===== src/rtl/uart_receiver_if.sv =====
// Serial line in, received byte and status out; also carries the receiver's debug taps.
interface uart_receiver_if;
  logic       din;
  logic [7:0] data_rx;
  logic       valid;
  logic       ferr;
  logic       busy;
  logic [1:0] state;
  logic [2:0] index;
  logic [8:0] counter;

  modport master (
    input  din,
    output data_rx, valid, ferr, busy, state, index, counter
  );

  modport slave (
    output din,
    input  data_rx, valid, ferr, busy, state, index, counter
  );
endinterface


===== src/rtl/uart_receiver.sv =====
// 8N1 UART receiver: synchronises din, samples each bit at mid-bit, emits the byte
// with a one-cycle valid strobe or a one-cycle ferr strobe on a bad stop bit.
module uart_receiver #(
  parameter int CLKS_PER_BIT = 278
) (
  input  logic            clk,
  input  logic            rst,
  uart_receiver_if.master rx
);
  localparam logic [8:0] HALF_M1 = 9'(CLKS_PER_BIT / 2 - 1);
  localparam logic [8:0] BIT_M1  = 9'(CLKS_PER_BIT - 1);

  typedef enum logic [1:0] {
    IDLE  = 2'd0,
    START = 2'd1,
    DATA  = 2'd2,
    STOP  = 2'd3
  } state_t;

  state_t     state_q, state_d;
  logic [1:0] sync_q;
  logic       s_din;
  logic       armed_q, armed_d;
  logic [8:0] counter_q, counter_d;
  logic [2:0] index_q, index_d;
  logic [7:0] shift_q, shift_d;
  logic [7:0] data_q, data_d;
  logic       valid_q, valid_d;
  logic       ferr_q, ferr_d;

  assign s_din = sync_q[1];

  // NOTE: every flop here is assigned with <= so all of them update from the same
  // pre-edge values; the shift register and data_rx are ordinary flops, not a memory,
  // so they are cleared by reset like the rest of the state.
  always_ff @(posedge clk or posedge rst) begin
    if (rst) begin
      sync_q    <= 2'b11;
      state_q   <= IDLE;
      armed_q   <= 1'b0;
      counter_q <= '0;
      index_q   <= '0;
      shift_q   <= '0;
      data_q    <= '0;
      valid_q   <= 1'b0;
      ferr_q    <= 1'b0;
    end else begin
      sync_q    <= {sync_q[0], rx.din};
      state_q   <= state_d;
      armed_q   <= armed_d;
      counter_q <= counter_d;
      index_q   <= index_d;
      shift_q   <= shift_d;
      data_q    <= data_d;
      valid_q   <= valid_d;
      ferr_q    <= ferr_d;
    end
  end

  always_comb begin
    // NOTE: every signal gets a default before the case so no path leaves one
    // unassigned, which would infer a latch.
    state_d   = state_q;
    armed_d   = 1'b0;
    counter_d = counter_q;
    index_d   = index_q;
    shift_d   = shift_q;
    data_d    = data_q;
    valid_d   = 1'b0;
    ferr_d    = 1'b0;

    unique case (state_q)
      IDLE: begin
        counter_d = '0;
        index_d   = '0;
        // A line held low after a framing error must go high once before a new start counts.
        armed_d   = armed_q | s_din;
        if (armed_q && !s_din) begin
          state_d = START;
        end
      end

      START: begin
        counter_d = counter_q + 9'd1;
        if (counter_q == HALF_M1) begin
          counter_d = '0;
          state_d   = s_din ? IDLE : DATA;
        end
      end

      DATA: begin
        counter_d = counter_q + 9'd1;
        if (counter_q == BIT_M1) begin
          counter_d        = '0;
          shift_d[index_q] = s_din;
          index_d          = index_q + 3'd1;
          if (index_q == 3'd7) begin
            index_d = '0;
            state_d = STOP;
          end
        end
      end

      STOP: begin
        counter_d = counter_q + 9'd1;
        if (counter_q == BIT_M1) begin
          // Leaving at mid-stop-bit leaves half a bit to catch a back-to-back start.
          counter_d = '0;
          state_d   = IDLE;
          if (s_din) begin
            data_d  = shift_q;
            valid_d = 1'b1;
          end else begin
            ferr_d  = 1'b1;
          end
        end
      end

      default: state_d = IDLE;
    endcase
  end

  always_comb begin
    rx.busy    = (state_q != IDLE);
    rx.state   = state_q;
    rx.index   = index_q;
    rx.counter = counter_q;
    rx.data_rx = data_q;
    rx.valid   = valid_q;
    rx.ferr    = ferr_q;
  end
endmodule


===== src/flat_wrapper.sv =====
// flat-port wrapper written by rule: the top's interface ports become plain ports
module uart_receiver_flat 
#(
  parameter int CLKS_PER_BIT = 278
)
  (clk, rst, rx_din, rx_data_rx, rx_valid, rx_ferr, rx_busy, rx_state, rx_index, rx_counter);
  uart_receiver_if rx_i ();
  input  logic clk;
  input  logic rst;
  input wire logic [$bits(rx_i.din)-1:0] rx_din;
  output wire logic [$bits(rx_i.data_rx)-1:0] rx_data_rx;
  output wire logic [$bits(rx_i.valid)-1:0] rx_valid;
  output wire logic [$bits(rx_i.ferr)-1:0] rx_ferr;
  output wire logic [$bits(rx_i.busy)-1:0] rx_busy;
  output wire logic [$bits(rx_i.state)-1:0] rx_state;
  output wire logic [$bits(rx_i.index)-1:0] rx_index;
  output wire logic [$bits(rx_i.counter)-1:0] rx_counter;
  assign rx_i.din = rx_din;
  assign rx_data_rx = rx_i.data_rx;
  assign rx_valid = rx_i.valid;
  assign rx_ferr = rx_i.ferr;
  assign rx_busy = rx_i.busy;
  assign rx_state = rx_i.state;
  assign rx_index = rx_i.index;
  assign rx_counter = rx_i.counter;
  uart_receiver #(.CLKS_PER_BIT(CLKS_PER_BIT)) u_core (.clk(clk), .rst(rst), .rx(rx_i));
endmodule

===== config.mk =====
export PLATFORM = sky130hd
export DESIGN_NAME = uart_receiver_flat
export DESIGN_NICKNAME = d
export VERILOG_FILES = /design/src/rtl/uart_receiver_if.sv /design/src/rtl/uart_receiver.sv /design/src/flat_wrapper.sv
export SDC_FILE = /design/constraint.sdc
export NUM_CORES = 1
export LEC_CHECK = 0
export CAP_MARGIN = 30
export CORE_MARGIN = 3
export CORE_UTILIZATION = 46
export CTS_CLUSTER_DIAMETER = 200
export DETAILED_ROUTE_END_ITERATION = 8
export GPL_ROUTABILITY_DRIVEN = 0
export PLACE_DENSITY = 0.84
export SYNTH_ARGS = -nofsm -noshare
export SYNTH_HDL_FRONTEND = slang
export SYNTH_SLANG_ARGS = --single-unit

===== constraint.sdc =====
create_clock -name clk -period 1.64 [get_ports clk]
set_input_delay 0.164 -clock clk [delete_from_list [all_inputs] [get_ports clk]]
set_output_delay 0.164 -clock clk [all_outputs]
set_load 0.05 [all_outputs]

==> impl_metrics.yaml, run 1 <==
yosys:
  yosysSeqAreaShare: 0.548
  synthDistinctLibCells: 32
  synthCells: 137
  yosys_warnings: 0
  syn-num-nets: 145
  syn_avg_cell_area_um2: 11.7
  synth-seq-cells: 35
  synth_area_um2: 1600
sta:
  slew_viol_final: 0
  finalSetupTns_ns: -0.344
  clock_skew_ns: 0.0150
  fin_crit_sh: 1.04
  fmax_mhz: 586
  final-hold-violation-count: 0
  finalCriticalPeriod_ns: 1.71
  worstMarginPinSlew_ns: 0.486
  finalSetupViolCount: 13
  worst_slack_ns: -0.0669
  maxSlewHeadroom: 0.677
  rsz0062_at_grt: "yes"
global_routing:
  grt_use_met2: 0.337
  overflow: 0
  grt-busiest-layer: "met2"
  grt_pass1_vias: 1294
  grt_pass1_wl_um: 6290
  gr-usage-met3: 0.0451
  grt_max_degree: 36
  antenna_found_initial: 0
  track_usage: 0.199
  use_met1: 0.240
detailed_routing:
  drc_errors: 0
  routedWlPerCell_um: 15.4
  drtPass1Iterations: 4
  drt-total-wl_um: 3630
  vias: 1265
  first_iter_violations: 68
  ant_nets: 0
  routed_via_density: 5.36
final_layout:
  drive_gt1_frac: 0.505
  syn2layout_area_growth_pct: 42.5
  finalInstanceArea_um2: 2280
  n_antenna_cell: 0
  nNetsFinal: 199
  n_fill_cell: 225
job:
  maxCapViolCount: 0
power:
  power.density_nw_per_um2: 968
  combPwrFrac: 0.340
  p_int_mw: 1.41
  pwr-share-seq: 0.437
  p_clk_frac: 0.223
  netSwitchingFraction: 0.362
  p_sw_mw: 0.799
  cellLeakagePower_nw: 1.08
  vdd_drop_max_v: 0.000942
critical_path:
  r2r-start: "u_core.rx.counter[7]"
  crit_slowest_cell: "dfrtp_2"
  crit_family: "simple AND/OR/NAND/NOR gates"
  crit_path_max_fanout: 5
  criticalPathCategory: "flip-flop to flip-flop"
  crit_chain: "and4b_2 -> nand4b_4 -> or3_1 -> mux2_4"
  worstSetupStartpoint: "u_core.rx.counter[7]"
  critPathLaunchType: "flip-flop"
  path_depth: 4
  reg2regPathDepth: 4
  cp-end-kind: "flip-flop"
  cp.required_ns: 1.88
  cp_data_arrival_time_ns: 1.95
  endpoint: "u_core.shift_q[3]"
  worstReg2RegEnd: "u_core.shift_q[3]"
  rrSetupSlack_ns: -0.07
  max_stage_delay_ns: 0.41
  crit_buf_inv: 0
cts:
  clock_path_buffers: 2
  cts_root_buf: "clkbuf_4"
  cts.clk_slew.worst_paths_ns: 0.11
  clkSinkCount: 35
  htreeDepth: 2
  cts_tree: "built"
  clk_latency_ns: 0.34
  cts-buffers-inserted: 5
  ctsHoldBuffers: 0
die:
  fp.dieW_um: 65.0
  coreArea_um2: 3180
  rows: 20
  initial_core_util: 0.504
  dieArea_um2: 4230
  die_h_um: 65.0
  io_pins: 28
place:
  dp_slack_ns: -0.105
  place_hpwl_um: 2540
  postPlaceCellArea_um2: 2130
  portBuffers: 27
min_path:
  hold_class: "input pin to asynchronous set/reset pin"
outcome:
  outcome: "finished with violations"
  violations: "negative setup slack"
kinds of logic (layout without fill, tap and decap cells):
kind of cell,count (synthesis),after routing,synth area share
mux,16,16,0.117
buf+inv,9,63,0.0219
fa+ha+maj,5,5,0.0391
xor+xnor,7,7,0.0383
compound gates,5,5,0.0281
flops,35,35,0.548
simple gates,60,61,0.207
worst reg2reg max path, cell delays in order, from the launching register on:
cell,delay [ns]
dfrtp_2,0.41
and4b_2,0.36
nand4b_4,0.15
or3_1,0.38
mux2_4,0.31
power groups by stage:
| stage | sequential (mW) | clock [mW] | combinational [mW] |
|---|---|---|---|
| after floorplan | 1.20 | 0 | 0.226 |
| after global placement | 0.977 | 0 | 0.709 |
| after detailed placement | 0.983 | 0 | 0.727 |
| after CTS | 0.966 | 0.501 | 0.751 |
| after global routing | 0.972 | 0.555 | 0.801 |
| final | 0.965 | 0.493 | 0.751 |
per-layer routing:
metal | wire (um) | vias up | part of all wire
met1 | 1520 | 617 | 0.42
met5 | 0 | - | 0
met4 | 65 | 0 | 0.018
li1 | - | 594 | -
met2 | 1820 | 45 | 0.50
met3 | 217 | 9 | 0.060
state kept, by name, indices dropped and copies added, names as in the netlist, named ones only:
name / count
u_core.rx.counter: 9
u_core.rx.data_rx: 8
u_core.shift_q: 8
u_core.rx.index: 3
u_core.sync_q: 2
u_core.armed_q: 1
u_core.rx.ferr: 1
u_core.rx.state: 1
u_core.rx.valid: 1
area by class of cell:
cell class / instances / area, um^2 / share of cell area
clock buffers: 7 / 55.1 / 0.0241
clock inverters: 1 / 5.00 / 0.00219
inverters: 5 / 18.8 / 0.00822
multi-input cells: 94 / 843 / 0.370
flip-flops and latches: 35 / 891 / 0.390
well taps: 44 / 55.1 / 0.0241
repair buffers: 50 / 414 / 0.181
how the worst min path moves through the flow:
stage	startpoint	to	slack (ns)	depth (start not counted)
after floorplan	rx_din	u_core.sync_q[0]	0.17	0
after detailed placement	u_core.sync_q[0]	u_core.sync_q[1]	0.35	0
final	rst	u_core.rx.data_rx[7]	0.20	3
after global placement	u_core.sync_q[0]	u_core.sync_q[1]	0.35	0
after CTS	rst	u_core.shift_q[4]	0.22	3
after global routing	rx_din	u_core.sync_q[0]	0.22	1
layout by cell type, fill, tap and decap left out, types with 2 or more instances in the layout:
cell and count:
buf_4 43, dfrtp_1 23, mux2_4 15, nor2_1 13, nand3_1 10, dfrtp_2 10, nand2_1 9, xor2_1 6
nand4_1 5, ha_1 5, clkbuf_4 5, inv_1 4, nor3_4 4, nand4b_4 2, nor3_1 2, nor3b_1 2
clkdlybuf4s50_1 2, buf_12 2, buf_6 2, dfstp_2 2
repair_timing:
| item | CTS | global route |
|---|---|---|
| pin swaps | 0 | 2 |
| endpoints found under the hold margin | 0 | 0 |
| setup buffers | 1 | 1 |
| setup endpoints to repair | 11 | 24 |
| cloned | 1 | 0 |
| resized for setup | 7 | 6 |
cell usage after synthesis:
cell type | n | share of area
a31oi_1 | 1 | 0.0039
clkbuf_1 | 2 | 0.0047
nor2b_1 | 2 | 0.0078
nor4b_1 | 1 | 0.0055
nand3b_1 | 1 | 0.0047
xnor2_1 | 1 | 0.0055
buf_1 | 1 | 0.0023
nand4b_4 | 1 | 0.015
buf_2 | 1 | 0.0031
o311ai_0 | 1 | 0.0055
o22a_1 | 1 | 0.0055
and4_1 | 1 | 0.0055
nand3_1 | 10 | 0.031
or3_1 | 2 | 0.0078
mux2_2 | 14 | 0.098
a2bb2oi_1 | 1 | 0.0055
inv_1 | 5 | 0.012
nor3_1 | 6 | 0.019
nor2_1 | 14 | 0.033
mux2_4 | 2 | 0.019
nor4_1 | 2 | 0.0078
and4b_1 | 2 | 0.013
nand4_1 | 5 | 0.020
nand2_1 | 9 | 0.021
xor2_1 | 6 | 0.033
nor2_2 | 1 | 0.0039
ha_1 | 5 | 0.039
and3_1 | 1 | 0.0039
dfstp_2 | 2 | 0.033
nor3b_1 | 2 | 0.0094
dfrtp_1 | 33 | 0.52
a22oi_2 | 1 | 0.0078
through the flow:
step	utilization	power (mW)	hold WS, ns	cells
final	0.718	2.21	0.204	236
after detailed placement	0.670	1.71	0.351	225
after global placement	0.670	1.69	0.346	225
after CTS	0.706	2.22	0.219	235
after floorplan	-	1.43	0.168	137
after global routing	0.718	2.33	0.216	236
(Power assumes the default switching activity.)
==> run 2: changes to the inputs <==
CORE_UTILIZATION = 49   (was 46)
CTS_BUF_LIST = sky130_fd_sc_hd__clkbuf_2 sky130_fd_sc_hd__clkbuf_4 sky130_fd_sc_hd__clkbuf_8   (was default)
PLACE_DENSITY = 0.88   (was 0.84)
clock period = 1.5 ns   (was 1.64 ns; I/O delays follow)
==> impl_metrics.yaml, run 2 (synthesis gave the netlist of run 1 again) <==
sta:
  final-hold-violation-count: 0
  fmax_mhz: 592
  finalCriticalPeriod_ns: 1.69
  worst_slack_ns: -0.188
  clock_skew_ns: 0.00850
  finalSetupViolCount: 27
  maxSlewHeadroom: 0.831
  rsz0062_at_grt: "yes"
  slew_viol_final: 0
  fin_crit_sh: 1.13
  worstMarginPinSlew_ns: 0.251
  holdWs_ns: 0.138
detailed_routing:
  routed_via_density: 5.43
  drt-total-wl_um: 4220
  first_iter_violations: 49
  vias: 1347
  drtPass1Iterations: 4
  ant_nets: 0
  routedWlPerCell_um: 17.0
  drc_errors: 0
power:
  netSwitchingFraction: 0.367
  p_sw_mw: 0.950
  p_int_mw: 1.64
  combPwrFrac: 0.386
  p_clk_frac: 0.206
  cellLeakagePower_nw: 1.16
  pwr-share-seq: 0.409
  power.density_nw_per_um2: 1030
  vdd_drop_max_v: 0.000961
global_routing:
  grt_max_degree: 36
  antenna_found_initial: 0
  grt_pass1_vias: 1392
  track_usage: 0.216
  grt_pass1_wl_um: 6580
  overflow: 0
die:
  dieArea_um2: 3990
  fp.dieW_um: 63.2
  coreArea_um2: 3080
  rows: 20
  die_h_um: 63.2
  initial_core_util: 0.520
  io_pins: 28
critical_path:
  cp_data_arrival_time_ns: 1.93
  criticalPathCategory: "flip-flop to flip-flop"
  crit_path_max_fanout: 5
  critPathLaunchType: "flip-flop"
  cp.required_ns: 1.74
  cp-end-kind: "flip-flop"
place:
  portBuffers: 27
  place_hpwl_um: 2640
  dp_cells: 229
  dp_slack_ns: -0.207
cts:
  cts.clk_slew.worst_paths_ns: 0.11
  clock_path_buffers: 2
  htreeDepth: 2
  cts_tree: "built"
  cts-buffers-inserted: 5
  clkSinkCount: 35
  clk_latency_ns: 0.35
  cts_root_buf: "clkbuf_4"
min_path:
  hold_class: "input pin to asynchronous set/reset pin"
final_layout:
  syn2layout_area_growth_pct: 57.5
  postLayoutCoreUtil: 0.820
  largest_reg_flops: 9
  nNetsFinal: 211
  layout_commonest_cell: "buf_4"
  layout_common_cells: "45 x buf_4, 22 x dfrtp_1, 14 x mux2_4"
  drive_gt1_frac: 0.608
  fin_cells: 248
  n_antenna_cell: 0
outcome:
  outcome: "finished with violations"
  violations: "negative setup slack"
job:
  maxCapViolCount: 0
run 2: worst paths after layout:
| kind | from | endpoint | slack, ns | cells after the start |
|---|---|---|---|---|
| min in group clk | rx_din | u_core.sync_q[0] | 0.20 | 1 |
| hold reg to reg | u_core.sync_q[0] | u_core.sync_q[1] | 0.36 | 0 |
| hold / removal | rst | u_core.rx.index[2] | 0.14 | 3 |
| setup reg to reg | u_core.rx.counter[7] | u_core.shift_q[1] | -0.19 | 4 |
| max in group asynchronous | rst | u_core.sync_q[1] | 1.11 | 3 |
| setup / recovery | u_core.rx.counter[7] | u_core.shift_q[1] | -0.19 | 4 |
run 2: area by class of cell:
| cell class | count | area, um^2 |
|---|---|---|
| clock inverters | 1 | 5.00 |
| flip-flops and latches | 35 | 892 |
| multi-input cells | 94 | 893 |
| clock buffers | 7 | 52.6 |
| repair buffers | 62 | 606 |
| well taps | 44 | 55.1 |
| fillers | 165 | 556 |
| inverters | 5 | 18.8 |
run 2: power by group through the flow:
| stage | clock [mW] | combinational [mW] | sequential, mW |
|---|---|---|---|
| after detailed placement | 0 | 0.869 | 1.07 |
| final | 0.533 | 0.998 | 1.06 |
| after global placement | 0 | 0.840 | 1.07 |
| after CTS | 0.539 | 0.956 | 1.05 |
| after global routing | 0.588 | 1.05 | 1.07 |
| after floorplan | 0 | 0.249 | 1.32 |
run 2: metal layers:
metal	global-route usage	part of all wire	wire [um]	up-vias
met5	0	0	0	-
met4	0.0916	0.026	109	0
met3	0.0570	0.038	161	12
met2	0.395	0.54	2260	31
met1	0.232	0.40	1690	682
li1	-	-	-	622
run 2: metrics by stage:
step	setup TNS, ns	area (um^2)	power, mW
final	-3.43	2520	2.59
after global routing	-4.75	2520	2.71
after CTS	-2.81	2410	2.55
after detailed placement	-3.01	2250	1.94
after global placement	-1.85	2250	1.91
after floorplan	-5.63	1710	1.56
run 2: timing repair:
item / 4_1_cts / 5_1_grt
gates cloned: 2 / 0
endpoints found under the setup margin: 28 / 31
gates resized for setup: 20 / 13
buffers inserted: 1 / 9
pin swaps: 11 / 5
hold buffers: 0 / 0
run 2: critical path: stages, from the launching register on:
cell      delay [ns]
dfrtp_2         0.41
and4b_2         0.36
nand4b_4        0.16
or3_4           0.36
mux2_4          0.30
==> run 3: changes to the inputs <==
CTS_CLUSTER_SIZE = 30   (was default)
==> results of run 3 <==
Same layout as run 2: the final DEF is identical, and so are final timing and power.
